==> config.mk <==
export PLATFORM = sky130hd
export DESIGN_NAME = pipe_beat_serializer
export DESIGN_NICKNAME = d
export VERILOG_FILES = /design/src/rtl/pipe_beat_serializer.sv
export SDC_FILE = /design/constraint.sdc
export NUM_CORES = 1
export LEC_CHECK = 0
export ABC_CLOCK_PERIOD_IN_PS = 1800
export BUFFER_PORTS_ARGS = -buffer_cell sky130_fd_sc_hd__buf_2
export CAP_MARGIN = 30
export CORE_MARGIN = 4
export CORE_UTILIZATION = 40
export CTS_CLUSTER_DIAMETER = 30
export CTS_CLUSTER_SIZE = 10
export DETAILED_ROUTE_END_ITERATION = 7
export PLACE_DENSITY = 0.7
export SLEW_MARGIN = 15
export SYNTH_ARGS = -nofsm -noshare
export SYNTH_HDL_FRONTEND = slang
export SYNTH_SLANG_ARGS = --single-unit
==> constraint.sdc <==
create_clock -name CLK -period 1.8 [get_ports CLK]
set_clock_uncertainty 0.15 [all_clocks]
set_input_delay 0.09 -clock CLK [delete_from_list [all_inputs] [get_ports CLK]]
set_output_delay 0.09 -clock CLK [all_outputs]
set_load 0.05 [all_outputs]
==> src/rtl/pipe_beat_serializer.sv <==
// Message-word to 32-bit beat serializer.
// One held word; header beat first, then up to three payload beats.
module pipe_beat_serializer #(
  parameter int MSG_WIDTH  = 144,
  parameter int BEAT_WIDTH = 32,
  parameter int MAX_BEATS  = 4,
  parameter int CNT_WIDTH  = 16
) (
  input  logic                  CLK,
  input  logic                  nRST,
  input  logic [MSG_WIDTH-1:0]  pipe_enq_v,
  input  logic                  pipe_enq_ena,
  output logic                  pipe_enq_rdy,
  output logic [BEAT_WIDTH-1:0] beat_data,
  output logic                  beat_valid,
  output logic                  beat_last,
  input  logic                  beat_ready,
  output logic                  err_len,
  output logic [CNT_WIDTH-1:0]  msg_count
);

  typedef enum logic {
    IDLE,
    SEND
  } state_t;

  localparam int HW = MSG_WIDTH - 16;

  state_t                state_q, state_d;
  logic [HW-1:0]         word_q, word_d;
  logic [2:0]            n_q, n_d;
  logic [1:0]            idx_q, idx_d;
  logic                  valid_q, valid_d;
  logic                  last_q, last_d;
  logic [BEAT_WIDTH-1:0] data_q, data_d;
  logic                  err_q, err_d;
  logic [CNT_WIDTH-1:0]  cnt_q, cnt_d;

  logic       fire;
  logic       last_fire;
  logic       rdy;
  logic       accept;
  logic [15:0] len;
  logic       len_bad;
  logic [2:0] n_new;
  logic [1:0] idx_nx;

  // Header is word_q[127:96]; payload Pk sits 32 bits lower per k.
  function automatic logic [BEAT_WIDTH-1:0] beat_sel(
    input logic [HW-1:0] w,
    input logic [1:0]    i
  );
    logic [BEAT_WIDTH-1:0] r;
    r = w[127:96];
    unique case (i)
      2'd0: r = w[127:96];
      2'd1: r = w[95:64];
      2'd2: r = w[63:32];
      2'd3: r = w[31:0];
    endcase
    return r;
  endfunction

  always_comb begin
    fire      = valid_q && beat_ready;
    last_fire = fire && last_q;
    rdy       = (state_q == IDLE) || last_fire;
    accept    = pipe_enq_ena && rdy;
    len       = pipe_enq_v[15:0];
    len_bad   = (len == 16'd0) || (len > 16'(MAX_BEATS));
    n_new     = len[2:0];
    if (len == 16'd0) begin
      n_new = 3'd1;
    end else if (len > 16'(MAX_BEATS)) begin
      n_new = 3'(MAX_BEATS);
    end
    idx_nx = idx_q + 2'd1;

    state_d = state_q;
    word_d  = word_q;
    n_d     = n_q;
    idx_d   = idx_q;
    valid_d = valid_q;
    last_d  = last_q;
    data_d  = data_q;
    err_d   = 1'b0;
    cnt_d   = cnt_q;

    if (last_fire) begin
      cnt_d = cnt_q + 1'b1;
    end

    if (accept) begin
      state_d = SEND;
      word_d  = pipe_enq_v[MSG_WIDTH-1:16];
      n_d     = n_new;
      idx_d   = 2'd0;
      valid_d = 1'b1;
      last_d  = (n_new == 3'd1);
      data_d  = pipe_enq_v[MSG_WIDTH-1:MSG_WIDTH-BEAT_WIDTH];
      err_d   = len_bad;
    end else if (last_fire) begin
      state_d = IDLE;
      valid_d = 1'b0;
      last_d  = 1'b0;
    end else if (fire) begin
      idx_d  = idx_nx;
      data_d = beat_sel(word_q, idx_nx);
      last_d = ({1'b0, idx_nx} == (n_q - 3'd1));
    end
  end

  always_ff @(posedge CLK or negedge nRST) begin
    if (!nRST) begin
      state_q <= IDLE;
      word_q  <= '0;
      n_q     <= 3'd1;
      idx_q   <= 2'd0;
      valid_q <= 1'b0;
      last_q  <= 1'b0;
      data_q  <= '0;
      err_q   <= 1'b0;
      cnt_q   <= '0;
    end else begin
      state_q <= state_d;
      word_q  <= word_d;
      n_q     <= n_d;
      idx_q   <= idx_d;
      valid_q <= valid_d;
      last_q  <= last_d;
      data_q  <= data_d;
      err_q   <= err_d;
      cnt_q   <= cnt_d;
    end
  end

  assign pipe_enq_rdy = rdy;
  assign beat_data    = data_q;
  assign beat_valid   = valid_q;
  assign beat_last    = last_q;
  assign err_len      = err_q;
  assign msg_count    = cnt_q;

endmodule

# ---- Word-level counts from Yosys, hierarchy flattened
# Index checks and enable logic that the tools add are counted.
# Widths: inputs -> output; s select.
dict set report op_classes {
  bitwise_logic 1
  n_reduce_logical 11
  n_mux 15
  n_eq_ne 6
  order_cmp 1
  addsub 3
}
# cell n
set ops {}
lappend ops {{$pmux 32 s4} 1}
lappend ops {{$mux 32} 3}
lappend ops {{$add 16x1->16 const B} 1}
lappend ops {{$gt 16x3->1 const B} 1}
lappend ops {{$logic_not 16->1} 1}
lappend ops {{$mux 1} 6}
lappend ops {{$mux 2} 3}
lappend ops {{$mux 3} 2}
lappend ops {{$eq 2x2->1 const B} 2}
lappend ops {{$reduce_bool 2->1} 2}
lappend ops {{$eq 2x3->1} 1}
lappend ops {{$eq 3x1->1 const B} 1}
lappend ops {{$logic_and 1x1->1} 3}
lappend ops {{$reduce_bool 3->1} 1}
lappend ops {{$sub 3x1->3 const B} 1}
lappend ops {{$add 2x1->2 const B} 1}
lappend ops {{$eq 2x1->1 const B} 1}
lappend ops {{$logic_not 2->1} 1}
lappend ops {{$logic_or 1x1->1} 2}
lappend ops {{$ne 2x1->1 const B} 1}
lappend ops {{$reduce_and 2->1} 1}
lappend ops {{$not 1->1} 1}
dict set report word_totals {
  ff_bits 184
  elab_cells 45
  inputBits 148
  out_inout_bits 52
}

# ---- Longest topological paths before layout
dict set report logic_depth {
  depth_word 6
  depth_mapped 8
  ltp_nobuf 6
}

# ---- Worst setup path before layout
# OpenSTA, ideal clock, no wires.
dict set report synth_path {
  kind {register to register}
  startpoint {register valid_q, in the netlist beat_valid}
  endpoint {register data_q[27], in the netlist beat_data[27]}
  setup_time_ns 0.141
  period_less_slack_ns 2.120
  arrival_ns 1.829
  stages_incl_launch_ff 9
  slack_ns -0.320
  n_path_buf 4
  required_time_ns 1.509
  path_cell_list {dfrtp_1 -> buf_4 -> a21bo_4 -> and2_1 -> buf_2 -> buf_6 -> buf_6 -> nand2_1 -> a31oi_1}
}
dict set report synth_between {
  elab_chain_len 6
  elab_cells_between_ends 9
  cone_classes {eq/ne: 1; mux: 1; bitwise: 1; reduce/logical: 6}
}
# item line_no
set synth_rtl {}
lappend synth_rtl {{start, declared} 33} ;# logic valid_q, valid_d;
lappend synth_rtl {{start signal, assigned} 129} ;# valid_q <= valid_d;
lappend synth_rtl {{$logic_and 1x1->1} 65} ;# fire = valid_q && beat_ready;
lappend synth_rtl {{$logic_and 1x1->1} 66} ;# last_fire = fire && last_q;
lappend synth_rtl {{$logic_or 1x1->1 *} 67} ;# rdy = (state_q == IDLE) || last_fire;
lappend synth_rtl {{net pipe_enq_rdy} 13} ;# output logic pipe_enq_rdy,
lappend synth_rtl {{$logic_and 1x1->1 *} 68} ;# accept = pipe_enq_ena && rdy;
lappend synth_rtl {{$ne 2x1->1 (no line) / $reduce_bool 2->1 (equally long branches)} n/a}
lappend synth_rtl {{$reduce_and 2->1 (no line)} n/a}
lappend synth_rtl {{end signal, assigned} 131} ;# data_q <= data_d;
lappend synth_rtl {{end, declared} 35} ;# logic [BEAT_WIDTH-1:0] data_q, data_d;
# Mark *: on every way through the listed nets, which the timed path passes. The rest lies on a longest branch.
# A chain may end at the register's enable or synchronous reset.

# ---- Worst setup path in the final report
dict set report layout_path {
  startpoint {register idx_q[0]}
  endpoint {register data_q[24], in the netlist beat_data[24]}
}
dict set report layout_between {
  elab_chain_len 6
  elab_cells_between_ends 9
  cone_classes {add/sub: 1; eq/ne: 3; mux: 4; reduce/logical: 1}
}
# item line_no
set layout_rtl {}
lappend layout_rtl {{start, declared} 32} ;# logic [1:0] idx_q, idx_d;
lappend layout_rtl {{start signal, assigned} 128} ;# idx_q <= idx_d;
lappend layout_rtl {{$add 2x1->2 *} 77} ;# idx_nx = idx_q + 2'd1;
lappend layout_rtl {{$eq 2x2->1, or another cell as far along} 55} ;# unique case (i)
lappend layout_rtl {{$pmux 32 s4 *} 55}
lappend layout_rtl {{$mux 32 *} 106} ;# end else if (fire) begin
lappend layout_rtl {{$mux 32 *} 102} ;# end else if (last_fire) begin
lappend layout_rtl {{$mux 32 *} 93} ;# if (accept) begin
# Every way passes the cells marked *; elsewhere a longest branch is shown, timed or not. The select of a mux whose other input is x is not followed.

==> out/qor.yml <==
place_congestion: 0.780
clk_latency_ns: 0.43
yosysTopAreaCell: "dfrtp_1"
status: "finished with violations"
synth_compound_gate_area_share_pct: 12.4
final_max_slew_viol_count: 0
grt_pass1_vias: 7973
antenna_found_initial: 1
dpl_cell_area_um2: 9520
grt_max_degree: 59
cp-start-kind: "register"
cp.required_ns: 1.95
multi_input_area_um2: 3040
synth.avg_cell_area_um2: 9.15
post-route-period-util_pct: 101
ys_seq_elements: 184
firstDrtPassIters: 5
synth-simple-area-share_pct: 21.4
cts_buffers: 17
violations: "negative setup slack"
drv_cap: 0
wl_per_cell_um: 17.2
setup_viol: 2
period_minus_slack_ns: 1.81
synth.yosys.seq_area_share_pct: 57.7
yosys-top-cells-area: "dfrtp_1 57%, nand2_1 17%, a222oi_1 4.0%"
ys_warn_count: 0
rsz0062_at_grt: "true"
area_growth_pct: 48.8
stdcell_area_um2: 11900
ios: 200
nFillCells: 1596
cp-startpoint: "idx_q[0]"
synth_top_cell_area_share_pct: 57.3
synth_top_family_by_area: "simple AND/OR/NAND/NOR gates"
nets: 1385
start_util_pct: 40.9
place_inst: 1316
tns_ns: -0.0116
path_clk_slew_ns: 0.07
first_iter_violations: 675
grt_pass1_wl_um: 39900
syn-num-nets: 1027
fin_ws_ns: -0.0113
worst_setup_path_end_kind: "register"
core-area_um2: 19500
p_leak_uw: 0.00600
mostFrequentLayoutCell: "nand2_1"
synth_xor_area_share_pct: 2.08
globalRouteOverflowTotal: 0
rr_startpoint: "idx_q[0]"
critical_path_class: "reg2reg"
die_w_um: 149
die_h_um: 149
tightestPinTransition_ns: 0.416
muxShareOfSynthArea_pct: 0.141
io_buffer_count: 199
netlist-cell-type-count: 35
final_cells: 1510
tritoncts: "yes"
viasPerCell: 5.13
power_density_nw_per_um2: 1640
cts_root_buffer: "clkbuf_16"
fmax_ghz: 0.552
crit_path_max_fanout: 15
routed-via-count: 7742
regArea_um2: 4610
crit_arrival_ns: 1.96
synthAdderAreaFrac_pct: 0.940
route.detailed.drc: 0
maxSlewHeadroom_pct: 72.3
clkSinkCount: 184
ant_nets: 0
dieArea_um2: 22300
grt_use_total_pct: 22.5
synthCells: 873
htree_levels: 4
synth.cell_area_um2: 7990
hold_violations: 0
rows: 51
utilization_pct: 60.9
drive_gt1_share_pct: 24.3
cts.path.max_buffers: 2
hpwlAfterDp_um: 14900
peakVddDrop_v: 0.000903
drt-total-wl_um: 26000
layout_common_cells: "364 x nand2_1, 198 x buf_2, 178 x dfrtp_1, 147 x dlygate4sd3_1, 40 x nor2_1"
hold_path.class: "in2async"
## sequential cells by signal, summed over array words and instances, names as in the netlist
name,count
beat_valid,1
beat_last,1
beat_data,32
idx_q,2
err_len,1
msg_count,16
word_q,128
n_q,3
## routing by layer
layer / vias to the layer above / wire length [um] / track usage, %
met5: - / 0 / 0
met4: 0 / 768 / 9.02
met3: 63 / 1570 / 4.35
met2: 316 / 12900 / 38.0
met1: 3719 / 10800 / 28.6
li1: 3644 / - / -
## synthesized netlist by cell type (all sizes together)
master and number:
a21bo 1, a21oi 2, a221o 1, a222oi 32, a22o 4, a31oi 31
and2 2, and3 2, buf 35, clkbuf 19, dfrtp 183, dfstp 1
ha 6, inv 36, mux2 1, nand2 369, nand2b 2, nand3 4
nand4 10, nor2 40, nor2b 2, nor3 4, nor4 3, o2111ai 1
o211ai 31, o21ai 32, xnor2 13, xor2 6
## path summary, 6_finish.rpt
kind                            endpoint  slack (ns)  depth (start not counted)
max in group asynchronous   msg_count[0]        0.87                          3
setup / recovery           beat_data[24]       -0.01                          7
setup reg to reg           beat_data[24]       -0.01                          7
min in group CLK              word_q[28]        0.24                          4
hold / removal                word_q[89]        0.02                          2
hold reg to reg            msg_count[15]        0.33                          1
## area by class of cell
type,count,share of cell area (%)
antenna,1,0.0211
clock buffer,19,3.81
clock inverter,13,1.15
inverter,36,1.20
multi-input combinational,599,25.5
sequential,184,38.8
tap,265,2.79
timing repair buffer,392,26.6
timing repair inverter,1,0.0526
## cells by family after synthesis
family                     count (synthesis)
muxes                                      1
xor gates and xnor gates                  19
DFF                                      184
AOI/OAI and AO/OA                        135
buffers and inverters                     90
and+or+nand+nor                          438
adders and majority gates                  6
## where the power goes
| part | total, uW | leakage, uW | switching (uW) | internal [uW] |
|---|---|---|---|---|
| clock network | 3750 | 0.000286 | 1720 | 2030 |
| logic | 8660 | 0.00344 | 5310 | 3360 |
| registers | 7060 | 0.00227 | 1080 | 5970 |
## worst max-delay path: stages, from the launching register on
cell      delay [ns]
dfrtp_1         0.38
inv_2           0.09
ha_4            0.19
buf_12          0.15
a222oi_1        0.42
nand2_1         0.10
o211ai_1        0.09
a31oi_1         0.10
## stage by stage
stage	total power [uW]	setup slack [ns]	hold slack, ns
detailed placement	14700	-0.0395	-0.0865
CTS	19000	-0.0281	0.0265
global placement	14500	-0.0148	-0.0899
floorplan	12300	-0.111	-0.356
finish	19500	-0.0113	0.0213
global route	20700	-0.100	0.0461
## timing repair
| item | in CTS | in global routing |
|---|---|---|
| gates cloned | 1 | 9 |
| endpoints found under the hold margin | 353 | 1 |
| gates resized for setup | 4 | 17 |
| buffers inserted | 2 | 2 |
| hold buffers | 147 | 1 |
| pin swaps | 7 | 33 |
| setup endpoints to repair | 18 | 36 |
Power figures use the tool's default switching activity.
